**config.mk**
```make
export PLATFORM = sky130hd
export DESIGN_NAME = rgb_grayscaler_stream
export DESIGN_NICKNAME = d
export VERILOG_FILES = /design/src/rtl/rgb_grayscaler_stream.sv
export SDC_FILE = /design/constraint.sdc
export NUM_CORES = 1
export LEC_CHECK = 0
export ABC_AREA = 1
export CORE_ASPECT_RATIO = 0.9
export CORE_MARGIN = 4
export CORE_UTILIZATION = 40
export DETAILED_ROUTE_END_ITERATION = 8
export SYNTH_ARGS = -nofsm -noshare
export SYNTH_HDL_FRONTEND = slang
export SYNTH_SLANG_ARGS = --single-unit
export TNS_END_PERCENT = 10
```
**constraint.sdc**
```tcl
create_clock -name clk_i -period 6.4 [get_ports clk_i]
set_clock_uncertainty 0.15 [all_clocks]
set_input_delay 1.6 -clock clk_i [delete_from_list [all_inputs] [get_ports clk_i]]
set_output_delay 1.6 -clock clk_i [all_outputs]
set_load 0.005 [all_outputs]
```
**src/rtl/rgb_grayscaler_stream.sv**
```systemverilog
// ---------------------------------------------------------------------------
// rgb_grayscaler_stream
//
// Streaming RGB-to-luma converter with a 2-stage elastic pipeline.
// Stage 1 registers the three weighted products together with the raw
// pixel, the mode and the threshold. Stage 2 sums and normalises the products,
// clamps the luma, applies the per-pixel mode and registers the outputs.
// Both sides use valid/ready handshakes and support full backpressure.
//
// Parameters:
//   DataWidth   bits per colour channel
//   WeightWidth bits per weight; luma is normalised by >> WeightWidth
//   RWeight, GWeight, BWeight  compile-time luma weights
//   CntWidth    width of the output pixel counter
//
// Ports:
//   clk_i, rst_i         clock (rising edge), async active-high reset
//   valid_i / ready_o    input handshake
//   r_i, g_i, b_i        input pixel
//   mode_i               00 bypass, 01 gray, 10 inverted gray, 11 threshold
//   thresh_i             threshold used in mode 11
//   valid_o / ready_i    output handshake
//   r_o, g_o, b_o        registered output pixel
//   pix_cnt_o            completed output handshakes (wraps)
// ---------------------------------------------------------------------------
module rgb_grayscaler_stream #(
  parameter int unsigned DataWidth   = 8,
  parameter int unsigned WeightWidth = 8,
  parameter int unsigned RWeight     = 77,
  parameter int unsigned GWeight     = 150,
  parameter int unsigned BWeight     = 28,
  parameter int unsigned CntWidth    = 32
) (
  input  logic                 clk_i,
  input  logic                 rst_i,
  input  logic                 valid_i,
  output logic                 ready_o,
  input  logic [DataWidth-1:0] r_i,
  input  logic [DataWidth-1:0] g_i,
  input  logic [DataWidth-1:0] b_i,
  input  logic [1:0]           mode_i,
  input  logic [DataWidth-1:0] thresh_i,
  output logic                 valid_o,
  input  logic                 ready_i,
  output logic [DataWidth-1:0] r_o,
  output logic [DataWidth-1:0] g_o,
  output logic [DataWidth-1:0] b_o,
  output logic [CntWidth-1:0]  pix_cnt_o
);

  // Widths of the arithmetic path. The sum of three products needs two extra
  // bits; after the shift that leaves DataWidth+2 bits of unclamped luma.
  localparam int unsigned ProdWidth = DataWidth + WeightWidth;
  localparam int unsigned SumWidth  = ProdWidth + 2;
  localparam int unsigned YWidth    = SumWidth - WeightWidth;

  localparam logic [WeightWidth-1:0] RW     = WeightWidth'(RWeight);
  localparam logic [WeightWidth-1:0] GW     = WeightWidth'(GWeight);
  localparam logic [WeightWidth-1:0] BW     = WeightWidth'(BWeight);
  localparam logic [DataWidth-1:0]   PixMax = '1;

  typedef enum logic [1:0] {
    MODE_BYPASS = 2'b00,
    MODE_GRAY   = 2'b01,
    MODE_INV    = 2'b10,
    MODE_THRESH = 2'b11
  } mode_e;

  // -------------------------------------------------------------------------
  // Handshake and stage enables
  // -------------------------------------------------------------------------
  logic w_en1;
  logic w_en2;
  logic w_in_hs;
  logic w_out_hs;

  logic r_v1;
  logic r_v2;

  // A stage may load when it is empty or when the stage after it is moving.
  // ready_o is therefore combinationally dependent on ready_i.
  assign w_en2    = !r_v2 || ready_i;
  assign w_en1    = !r_v1 || w_en2;
  assign ready_o  = w_en1;
  assign valid_o  = r_v2;
  assign w_in_hs  = valid_i && w_en1;
  assign w_out_hs = r_v2 && ready_i;

  // -------------------------------------------------------------------------
  // Stage 1: weighted products plus the side data that travels with the pixel
  // -------------------------------------------------------------------------
  logic [ProdWidth-1:0] w_r_prod;
  logic [ProdWidth-1:0] w_g_prod;
  logic [ProdWidth-1:0] w_b_prod;

  assign w_r_prod = ProdWidth'(r_i) * ProdWidth'(RW);
  assign w_g_prod = ProdWidth'(g_i) * ProdWidth'(GW);
  assign w_b_prod = ProdWidth'(b_i) * ProdWidth'(BW);

  logic [ProdWidth-1:0] r_s1_r_prod;
  logic [ProdWidth-1:0] r_s1_g_prod;
  logic [ProdWidth-1:0] r_s1_b_prod;
  logic [DataWidth-1:0] r_s1_r;
  logic [DataWidth-1:0] r_s1_g;
  logic [DataWidth-1:0] r_s1_b;
  mode_e                r_s1_mode;
  logic [DataWidth-1:0] r_s1_thresh;

  // NOTE: sequential state is written only with non-blocking assignments so
  // every register samples the pre-edge value of its inputs, independent of
  // the order in which the always_ff blocks are evaluated.
  always_ff @(posedge clk_i or posedge rst_i) begin
    if (rst_i) begin
      r_v1        <= 1'b0;
      r_s1_r_prod <= '0;
      r_s1_g_prod <= '0;
      r_s1_b_prod <= '0;
      r_s1_r      <= '0;
      r_s1_g      <= '0;
      r_s1_b      <= '0;
      r_s1_mode   <= MODE_BYPASS;
      r_s1_thresh <= '0;
    end else if (w_en1) begin
      // v1 follows valid_i: set on an input handshake, cleared when the
      // pixel moves on to stage 2 with nothing new arriving behind it.
      r_v1 <= valid_i;
      if (valid_i) begin
        r_s1_r_prod <= w_r_prod;
        r_s1_g_prod <= w_g_prod;
        r_s1_b_prod <= w_b_prod;
        r_s1_r      <= r_i;
        r_s1_g      <= g_i;
        r_s1_b      <= b_i;
        r_s1_mode   <= mode_e'(mode_i);
        r_s1_thresh <= thresh_i;
      end
    end
  end

  // -------------------------------------------------------------------------
  // Stage 2 combinational: sum, normalise, clamp, apply mode
  // -------------------------------------------------------------------------
  logic [SumWidth-1:0]  w_sum;
  logic [YWidth-1:0]    w_y_wide;
  logic [DataWidth-1:0] w_y;

  assign w_sum    = SumWidth'(r_s1_r_prod) + SumWidth'(r_s1_g_prod) + SumWidth'(r_s1_b_prod);
  // Truncating normalisation; no rounding.
  assign w_y_wide = YWidth'(w_sum >> WeightWidth);
  // Only reachable when the weights sum to more than 2^WeightWidth.
  assign w_y      = (w_y_wide > YWidth'(PixMax)) ? PixMax : w_y_wide[DataWidth-1:0];

  logic [DataWidth-1:0] w_r_res;
  logic [DataWidth-1:0] w_g_res;
  logic [DataWidth-1:0] w_b_res;

  // NOTE: every output of this block is assigned a default before the case so
  // no path leaves a value unassigned, which would otherwise infer a latch.
  always_comb begin
    w_r_res = r_s1_r;
    w_g_res = r_s1_g;
    w_b_res = r_s1_b;
    case (r_s1_mode)
      MODE_GRAY: begin
        w_r_res = w_y;
        w_g_res = w_y;
        w_b_res = w_y;
      end
      MODE_INV: begin
        w_r_res = PixMax - w_y;
        w_g_res = PixMax - w_y;
        w_b_res = PixMax - w_y;
      end
      MODE_THRESH: begin
        w_r_res = (w_y >= r_s1_thresh) ? PixMax : '0;
        w_g_res = (w_y >= r_s1_thresh) ? PixMax : '0;
        w_b_res = (w_y >= r_s1_thresh) ? PixMax : '0;
      end
      default: begin
        // Bypass: raw channels, already set above.
      end
    endcase
  end

  // -------------------------------------------------------------------------
  // Stage 2 registers: output pixel and valid
  // -------------------------------------------------------------------------
  logic [DataWidth-1:0] r_r_out;
  logic [DataWidth-1:0] r_g_out;
  logic [DataWidth-1:0] r_b_out;

  // NOTE: the datapath registers are reset along with the valid flags so the
  // outputs read as zero during and right after reset rather than as X or as
  // leftovers from a discarded pixel.
  always_ff @(posedge clk_i or posedge rst_i) begin
    if (rst_i) begin
      r_v2    <= 1'b0;
      r_r_out <= '0;
      r_g_out <= '0;
      r_b_out <= '0;
    end else if (w_en2) begin
      r_v2 <= r_v1;
      // Outputs only change when a real pixel arrives; while stalled w_en2 is
      // low and they hold.
      if (r_v1) begin
        r_r_out <= w_r_res;
        r_g_out <= w_g_res;
        r_b_out <= w_b_res;
      end
    end
  end

  assign r_o = r_r_out;
  assign g_o = r_g_out;
  assign b_o = r_b_out;

  // -------------------------------------------------------------------------
  // Output pixel counter, wraps naturally at 2^CntWidth
  // -------------------------------------------------------------------------
  logic [CntWidth-1:0] r_pix_cnt;

  always_ff @(posedge clk_i or posedge rst_i) begin
    if (rst_i) begin
      r_pix_cnt <= '0;
    end else if (w_out_hs) begin
      r_pix_cnt <= r_pix_cnt + CntWidth'(1);
    end
  end

  assign pix_cnt_o = r_pix_cnt;

endmodule
```
==> results.md, run 1 <==
Outcome:
- The flow ran to the end, and the final reports show no timing, DRC or antenna violations.

Placement:
- The count of buffers added on input and output ports is 95.
- Detailed placement finished with a half-perimeter wire length of roughly 18,000 µm.
- The placer congestion estimate is 0.884.

Setup path:
- The worst setup path is launched from an input port.
- STA classifies the critical path endpoint as a flip-flop.
- The critical path in this run is classified as in2reg.
- The required time reported for the critical path endpoint is 6.59 ns.
- Of all nets on the critical path, the largest fanout is 6.
- The worst register-to-register path begins at r_s1_g_prod[11].
- The launch point of the worst path is r_i[4].
- Data on the critical path arrives at its endpoint at 5.24 ns.

Timing:
- The total of endpoints with negative setup slack in the final report is 0.
- Based on the critical path, the design can be clocked at up to 198 MHz.
- The post-layout minimum cycle time is between 5 and 6 ns.
- Adding up every negative setup slack in the final design gives 0 ns.
- For the pin with the worst max-slew slack, the measured transition is 0.733 ns.
- The count of final hold-check violations is 0.
- Setup repair after global routing left no endpoint under its margin.
- Measured against its own limit, the worst slew margin works out to 51.2%.
- Final hold analysis gives a worst-case slack of about 0.32 ns.
- The share of the cycle needed by the critical path after routing is 78.9%.
- The count of pins over their slew limit is 0.

Yosys:
- In this run, synthesis produced a sequential element count of around 130.
- The yosys synthesis warning count is 0.
- The number of enable flip-flop cells after synthesis is 0.
- The post-synthesis instance area is 0.00930 mm².
- The synthesized design devotes to its leading area cell type a little over a third of total area.
- The cell count after synthesis is 1,135.
- The number of nets in the synthesized netlist is 1,313.
- By area the synthesized netlist is led by dfrtp_1, ha_1, nand2_1.
- The most instantiated flip-flop cell in the synthesis netlist is dfrtp_1.
- After synthesis, the share of flip-flops with an asynchronous set or reset is 100%.
- The synthesized design spends more area on one cell type than any other, namely dfrtp_1.
- Dividing the synthesized area by the synthesized cell count gives 8.20 µm².
- The number of unique standard cell types used by synthesis is 42.
- The post-synthesis sequential area ratio is 34.7%.

Global route:
- The overall fraction of global-route tracks in use is 17.7%.
- The number of global-route vias before repair is 7,086.
- The number of antenna violations at the first check in global routing is 0.
- The first-pass GRT wire length is 37,100 µm.
- After global routing the overflow that remains totals 0.
- Entering global routing, the biggest net connects between 70 and 80 pins.

Cells and area:
- Compared with the post-synthesis result, the final layout area differs by 20.2%.
- The number of fill cells is 2,226.
- In the final layout, flip-flops and latches occupy 0.00323 mm².
- Leaving out fill and tap cells, the most frequent cells in the layout are nand2_1, inv_1, dfrtp_1.
- The total area of multi-input combinational cells is 0.00529 mm².
- The most common cell after layout, fill and taps aside is nand2_1.
- The number of diodes added for antenna fixing is 0.
- The net count of the finished layout is between 1,000 and 1,500.
- Cells fill about half of the core in the end.
- The fraction of final layout cells sized beyond drive strength 1 is 6.82%.

Routing:
- The number of vias per cell after detailed routing is 4.82.
- The violation count after the first detailed-route iteration is 541.
- After detailed routing, the average wire length per cell comes to ~14 µm.
- The number of nets still failing antenna checks after routing is 0.
- The detailed-router iteration count before antenna repair is 5.
- The routed layout has 7,442 vias.
- After detailed routing, the number of remaining DRC violations is 0.
- The final layout contains routed wiring with a total length of 22,200 µm.

Power and ir drop:
- The analysis attributes to cell leakage a power of 5.76 nW.
- The power density relative to cell area is around 450 mW/mm².
- VDD sags by at most 0.328 mV.

Clock tree:
- The count of hold buffers inserted by post-cts repair is 0.
- The TritonCTS clock tree is built.
- Clock-pin slew was measured on the worst setup and hold paths at about 0.060 ns.
- The number of CTS-inserted buffers is 17.
- The tree is rooted in a clkbuf_16.
- The largest buffer count on any clock path is 2.
- The number of buffers inserted by post-CTS setup repair is 0.
- Counting every sink on the clock net gives 129.
- The number of resized instances in the post-cts repair step is 0.
- The latest clock arrival within the worst-skew pair is 0.42 ns.
- The H-tree was split into 4 levels.

Floorplan:
- After floorplanning, the core was sized to cover between 0.02 and 0.025 mm².
- The floorplan has 52 rows.
- The vertical die dimension is roughly 150 µm.
- The die covers roughly 0.026 mm².
- The die outline width is 169 µm.
- The top-level I/O count is 96.
- The starting density of the core is 41.0%.

Min path:
- The startpoint identified for the worst hold timing path is pix_cnt_o[31].
- The tightest min-delay check is of the reg2reg type.

Flow run:
- The tool flagged a number of max-cap violations equal to 0.
## worst max-delay path, cell delays in order
cell             delay (ns)
clkdlybuf4s50_1        0.62
ha_1                   0.28
ha_1                   0.28
inv_1                  0.05
fa_1                   0.49
fa_1                   0.51
inv_1                  0.04
ha_1                   0.35
nand2_1                0.10
nor2_1                 0.06
a211oi_1               0.30
o21ai_0                0.15
or2_2                  0.28
a31oi_1                0.13
## synth_stat cells (8+ instances only)
| library cell | n |
|---|---|
| nand2_1 | 274 |
| dfrtp_1 | 129 |
| fa_1 | 34 |
| nor2_1 | 73 |
| o21ai_0 | 55 |
| inv_1 | 181 |
| nor3_1 | 8 |
| ha_1 | 106 |
| a21oi_1 | 70 |
| clkbuf_1 | 17 |
| xor2_1 | 22 |
| xnor2_1 | 20 |
| a21oi_2 | 9 |
| nand4_1 | 17 |
| nand3_1 | 48 |
## flip-flops by register name, indices dropped and copies added (netlist names)
register / flops
r_s1_b_prod: 10
valid_o: 1
r_s1_g_prod: 14
r_s1_r_prod: 13
r_s1_thresh: 8
r_s1_g: 8
r_o: 8
r_s1_mode: 2
b_o: 8
g_o: 8
r_s1_b: 8
r_s1_r: 8
pix_cnt_o: 32
r_v1: 1
## path summary, 6_finish.rpt
kind / to / slack (ns) / cells past startpoint
worst min-delay path: pix_cnt_o[31] / 0.32 / 1
worst max register to register: b_o[4] / 2.13 / 17
max in group asynchronous: r_s1_g[3] / 3.61 / 3
worst min register to register: pix_cnt_o[31] / 0.32 / 1
worst max-delay path: r_s1_r_prod[11] / 1.35 / 14
min in group asynchronous: r_s1_mode[1] / 1.48 / 2
## per-layer routing
layer / share of wire [%] / global-route usage (%) / vias to the layer above
met5: 0 / 0 / -
met3: 3.8 / 3.42 / 20
li1: - / - / 3835
met1: 52 / 27.1 / 3460
met2: 43 / 25.8 / 127
met4: 1.6 / 4.33 / 0
## metrics by stage
stage / setup WS (ns) / instances / power [W] / instance area, µm²
finish: 1.35 / 1543 / 0.00498 / 11200
global route: 1.16 / 1543 / 0.00548 / 11200
CTS: 1.38 / 1543 / 0.00501 / 11200
detailed placement: 0.953 / 1511 / 0.00400 / 10600
global placement: 0.997 / 1511 / 0.00397 / 10600
floorplan: 1.21 / 1135 / 0.00317 / 9300
## kinds of logic after synthesis
| kind of cell | Yosys count | synth area share (%) |
|---|---|---|
| buffers and inverters | 209 | 8.53 |
| AOI/OAI and AO/OA | 155 | 9.20 |
| and+or+nand+nor | 460 | 22.1 |
| DFF | 129 | 34.7 |
| adders and majority gates | 140 | 21.6 |
| xor gates and xnor gates | 42 | 3.95 |
## layout make-up
type,instances,area share [%]
inverter,187,6.30
clock inverter,10,1.12
multi-input combinational,797,47.3
clock buffer,22,4.24
sequential,129,28.9
tap,297,3.32
timing repair buffer,101,8.90
## report_power, final
| group | switching, W | internal (W) | total (W) | leakage, nW |
|---|---|---|---|---|
| sequential | 0.000174 | 0.00103 | 0.00120 | 1.57 |
| combinational | 0.00170 | 0.00110 | 0.00280 | 3.90 |
| clock | 0.000374 | 0.000609 | 0.000983 | 0.291 |
| total | 0.00225 | 0.00273 | 0.00498 | 5.76 |
Power figures use the tool's default switching activity.
==> run 2: changes to the inputs <==
==> constraint.sdc (replaced) <==
create_clock -name clk_i -period 4.7 [get_ports clk_i]
set_clock_uncertainty 0.15 [all_clocks]
set_input_delay 1.175 -clock clk_i [delete_from_list [all_inputs] [get_ports clk_i]]
set_output_delay 1.175 -clock clk_i [all_outputs]
set_load 0.005 [all_outputs]
==> results.md, run 2 (synthesis results as in run 1) <==
Outcome:
- Run status: complete, no violations (unchanged).

Timing:
- Setup repair after global routing missed its margin: false (unchanged).
- The tightest slew margin relative to the limit is 36.0% (was 51.2%).
- The count of final hold-check violations was 0 (unchanged).
- For this run, the top clock speed supported by timing is 225 MHz.
- The count of pins over their slew limit came to 0 (unchanged).
- Of the available clock period, the critical path in the final layout requires 94.5%.
- The post-layout minimum cycle time is approximately 4.4 ns.
- The slew of the pin with the lowest slew margin is 0.958 ns (was 0.733 ns).
- The worst hold slack after final layout is 0.316 ns (was 0.321 ns).
- The total of endpoints with negative setup slack in the final report is 0 (unchanged).

Clock tree:
- The TritonCTS clock tree is built (unchanged).
- The CTS root buffer is clkbuf_16 (unchanged).
- The clock net sink count came to 129 (unchanged).
- The count of hold buffers inserted by post-cts repair came to 0 (unchanged).
- The number of CTS-inserted buffers is 17 (unchanged).
- The level count of the clock H-tree is 4 (unchanged).
- The number of resized instances in the post-cts repair step came to 0 (unchanged).
- The number of buffers inserted by post-CTS setup repair is 0 (unchanged).
- The largest buffer count on any clock path came to 2 (unchanged).
- The latest clock arrival within the worst-skew pair was 0.42 ns (about the same).
- The clock slew seen by the registers of the worst setup and hold paths is 0.06 ns (about the same).

Global route:
- The number of global-route vias before repair was 7,251 (was 7,086).
- The number of antenna violations at the first check in global routing was 0 (unchanged).
- The first-pass GRT wire length is 37,400 µm (was 37,100 µm).
- The overall overflow remaining after global route is 0 (unchanged).
- The pin count of the biggest net entering global routing is 74 (unchanged).
- The overall fraction of global-route tracks in use is 17.8% (was 17.7%).

Power and ir drop:
- The sum of internal, switching and leakage power came to 0.00685 W (was 0.00498 W).
- The worst voltage drop across the vdd grid is 0.452 mV (was 0.328 mV).
- The power density relative to cell area is 599 mW/mm² (was 446 mW/mm²).
- The total leakage power came to 5.91 nW (was 5.76 nW).

Cells and area:
- The fraction of final layout cells sized beyond drive strength 1 is 8.94% (was 6.82%).
- The area added between synthesis and finish is 23.0% (was 20.2%).
- The number of diodes added for antenna fixing was 0 (unchanged).
- The flip-flop count of the largest register after layout is 32 (unchanged).
- The final layout net count is 1,440 (was 1,411).
- The number of standard cells in the layout, taps in and fillers out was 1,572 (was 1,543).
- The final core utilization came to 50.4% (was 49.3%).
- The most common cell after layout, fill and taps aside is nand2_1 (unchanged).
- The total area of multi-input combinational cells was 0.00529 mm² (unchanged).
- The number of fill cells is 2,139 (was 2,226).
- The register cell area after layout is 0.00323 mm² (unchanged).
- Highest-count cells in the layout ignoring fill and taps: nand2_1, inv_1, dfrtp_1 (unchanged).

Floorplan:
- The number of core rows is 52 (unchanged).
- The die area is 0.0258 mm² (unchanged).
- The starting density of the core is 41.0% (unchanged).
- The total core area is 0.0227 mm² (unchanged).
- The die outline width was 169 µm (unchanged).
- The vertical die dimension is 153 µm (unchanged).
- The top-level I/O count is 96 (unchanged).

Placement:
- The total half-perimeter wirelength after legalization and detailed placement is 17,800 µm (was 17,700 µm).
- The post-placement cell count is 1,540 (was 1,511).
- The number of I/O port buffers is 95 (unchanged).
- The placer congestion estimate came to 0.876 (was 0.884).

Setup path:
- The category of the critical setup timing path is in2reg (unchanged).
- The critical path launch point type is an input port (unchanged).
- The slowest cell on the critical path was clkdlybuf4s50_1 (unchanged).
- The required time reported for the critical path endpoint was 4.89 ns (was 6.59 ns).
- The family of cells with the greatest summed delay on the critical path is adder cells (unchanged).
- The stage delay of the slowest cell on the critical path is 0.54 ns (was 0.62 ns).
- The kind of capture point of the worst setup path was a flip-flop (unchanged).
- The most used cell along the critical path is ha_1 (unchanged).
- Cells traversed along the worst timing path: clkdlybuf4s50_1 > ha_1 > ha_1 > inv_1 > fa_1 > fa_1 > inv_1 > ha_1 > nand2_1 > nor2_1 > a211oi_1 > o21ai_0 > or2_2 > a31oi_1 (unchanged).
- The largest fanout on the critical path is 4 (was 6).
- The source of the worst register-to-register timing path is r_s1_g_prod[11] (unchanged).
- The endpoint arrival time on the critical path came to 4.63 ns (was 5.24 ns).
- The launch point of the worst path is r_i[5] (was r_i[4]).
- The buffer and inverter count on the worst path is 3 (unchanged).

Routing:
- The detailed-router iteration count before antenna repair is 5 (unchanged).
- The wire length after detailed routing is 22,300 µm (was 22,200 µm).
- The residual DRC count is 0 (unchanged).
- The overall via count from detail_route is 7,561 (was 7,442).
- The violation count after the first detailed-route iteration is 469 (was 541).
- The number of vias per cell after detailed routing is 4.81 (was 4.82).
- The mean routed wirelength per cell was 14.2 µm (was 14.4 µm).
- The number of nets still failing antenna checks after routing came to 0 (unchanged).

Flow run:
- The max capacitance violation total is 0 (unchanged).

Min path:
- The class of the tightest hold or removal check was reg2reg (unchanged).
- The worst hold path startpoint was pix_cnt_o[31] (unchanged).
[run 2: cell types whose count changed in the layout (fill, tap and decap cells not counted), sizes merged]
cell	change
clkinvlp	+2
clkbuf	-1
inv	-1
buf	+29
[run 2: power breakdown]
part	switching [W]	total, W	leakage [nW]	internal (W)
registers	0.000233	0.00163	1.57	0.00140
logic	0.00234	0.00390	4.05	0.00156
clock network	0.000507	0.00132	0.284	0.000812
[run 2: per-stage QoR]
stage / area (µm²) / setup slack [ns] / TNS [ns]
2_1_floorplan: 9310 / 0.426 / 0
3_3_place_gp: 10900 / -0.127 / -0.437
3_5_place_dp: 10900 / -0.138 / -0.690
4_1_cts: 11400 / 0.273 / 0
5_1_grt: 11400 / 0.0695 / 0
6_report: 11400 / 0.259 / 0
[run 2: worst paths after layout]
path | to | slack, ns | cells after the start
worst max-delay path | r_s1_r_prod[11] | 0.26 | 14
worst min-delay path | pix_cnt_o[31] | 0.32 | 1
worst max register to register | b_o[7] | 0.52 | 19
worst min register to register | pix_cnt_o[31] | 0.32 | 1
max in group asynchronous | r_s1_r_prod[8] | 2.48 | 3
min in group asynchronous | pix_cnt_o[13] | 1.15 | 2
[run 2: layout make-up]
cell class                 count  area share (%)
tap                          297            3.25
clock buffer                  21            4.02
multi-input combinational    797            46.2
inverter                     187            6.17
clock inverter                11            1.13
timing repair buffer         130            11.0
sequential                   129            28.2
[run 2: metal layers]
metal | share of wire (%) | vias to the layer above | track usage (%)
li1 | - | 3892 | -
met1 | 53 | 3545 | 27.6
met2 | 43 | 111 | 26.1
met3 | 3.5 | 13 | 2.59
met4 | 0.88 | 0 | 4.17
met5 | 0 | - | 0
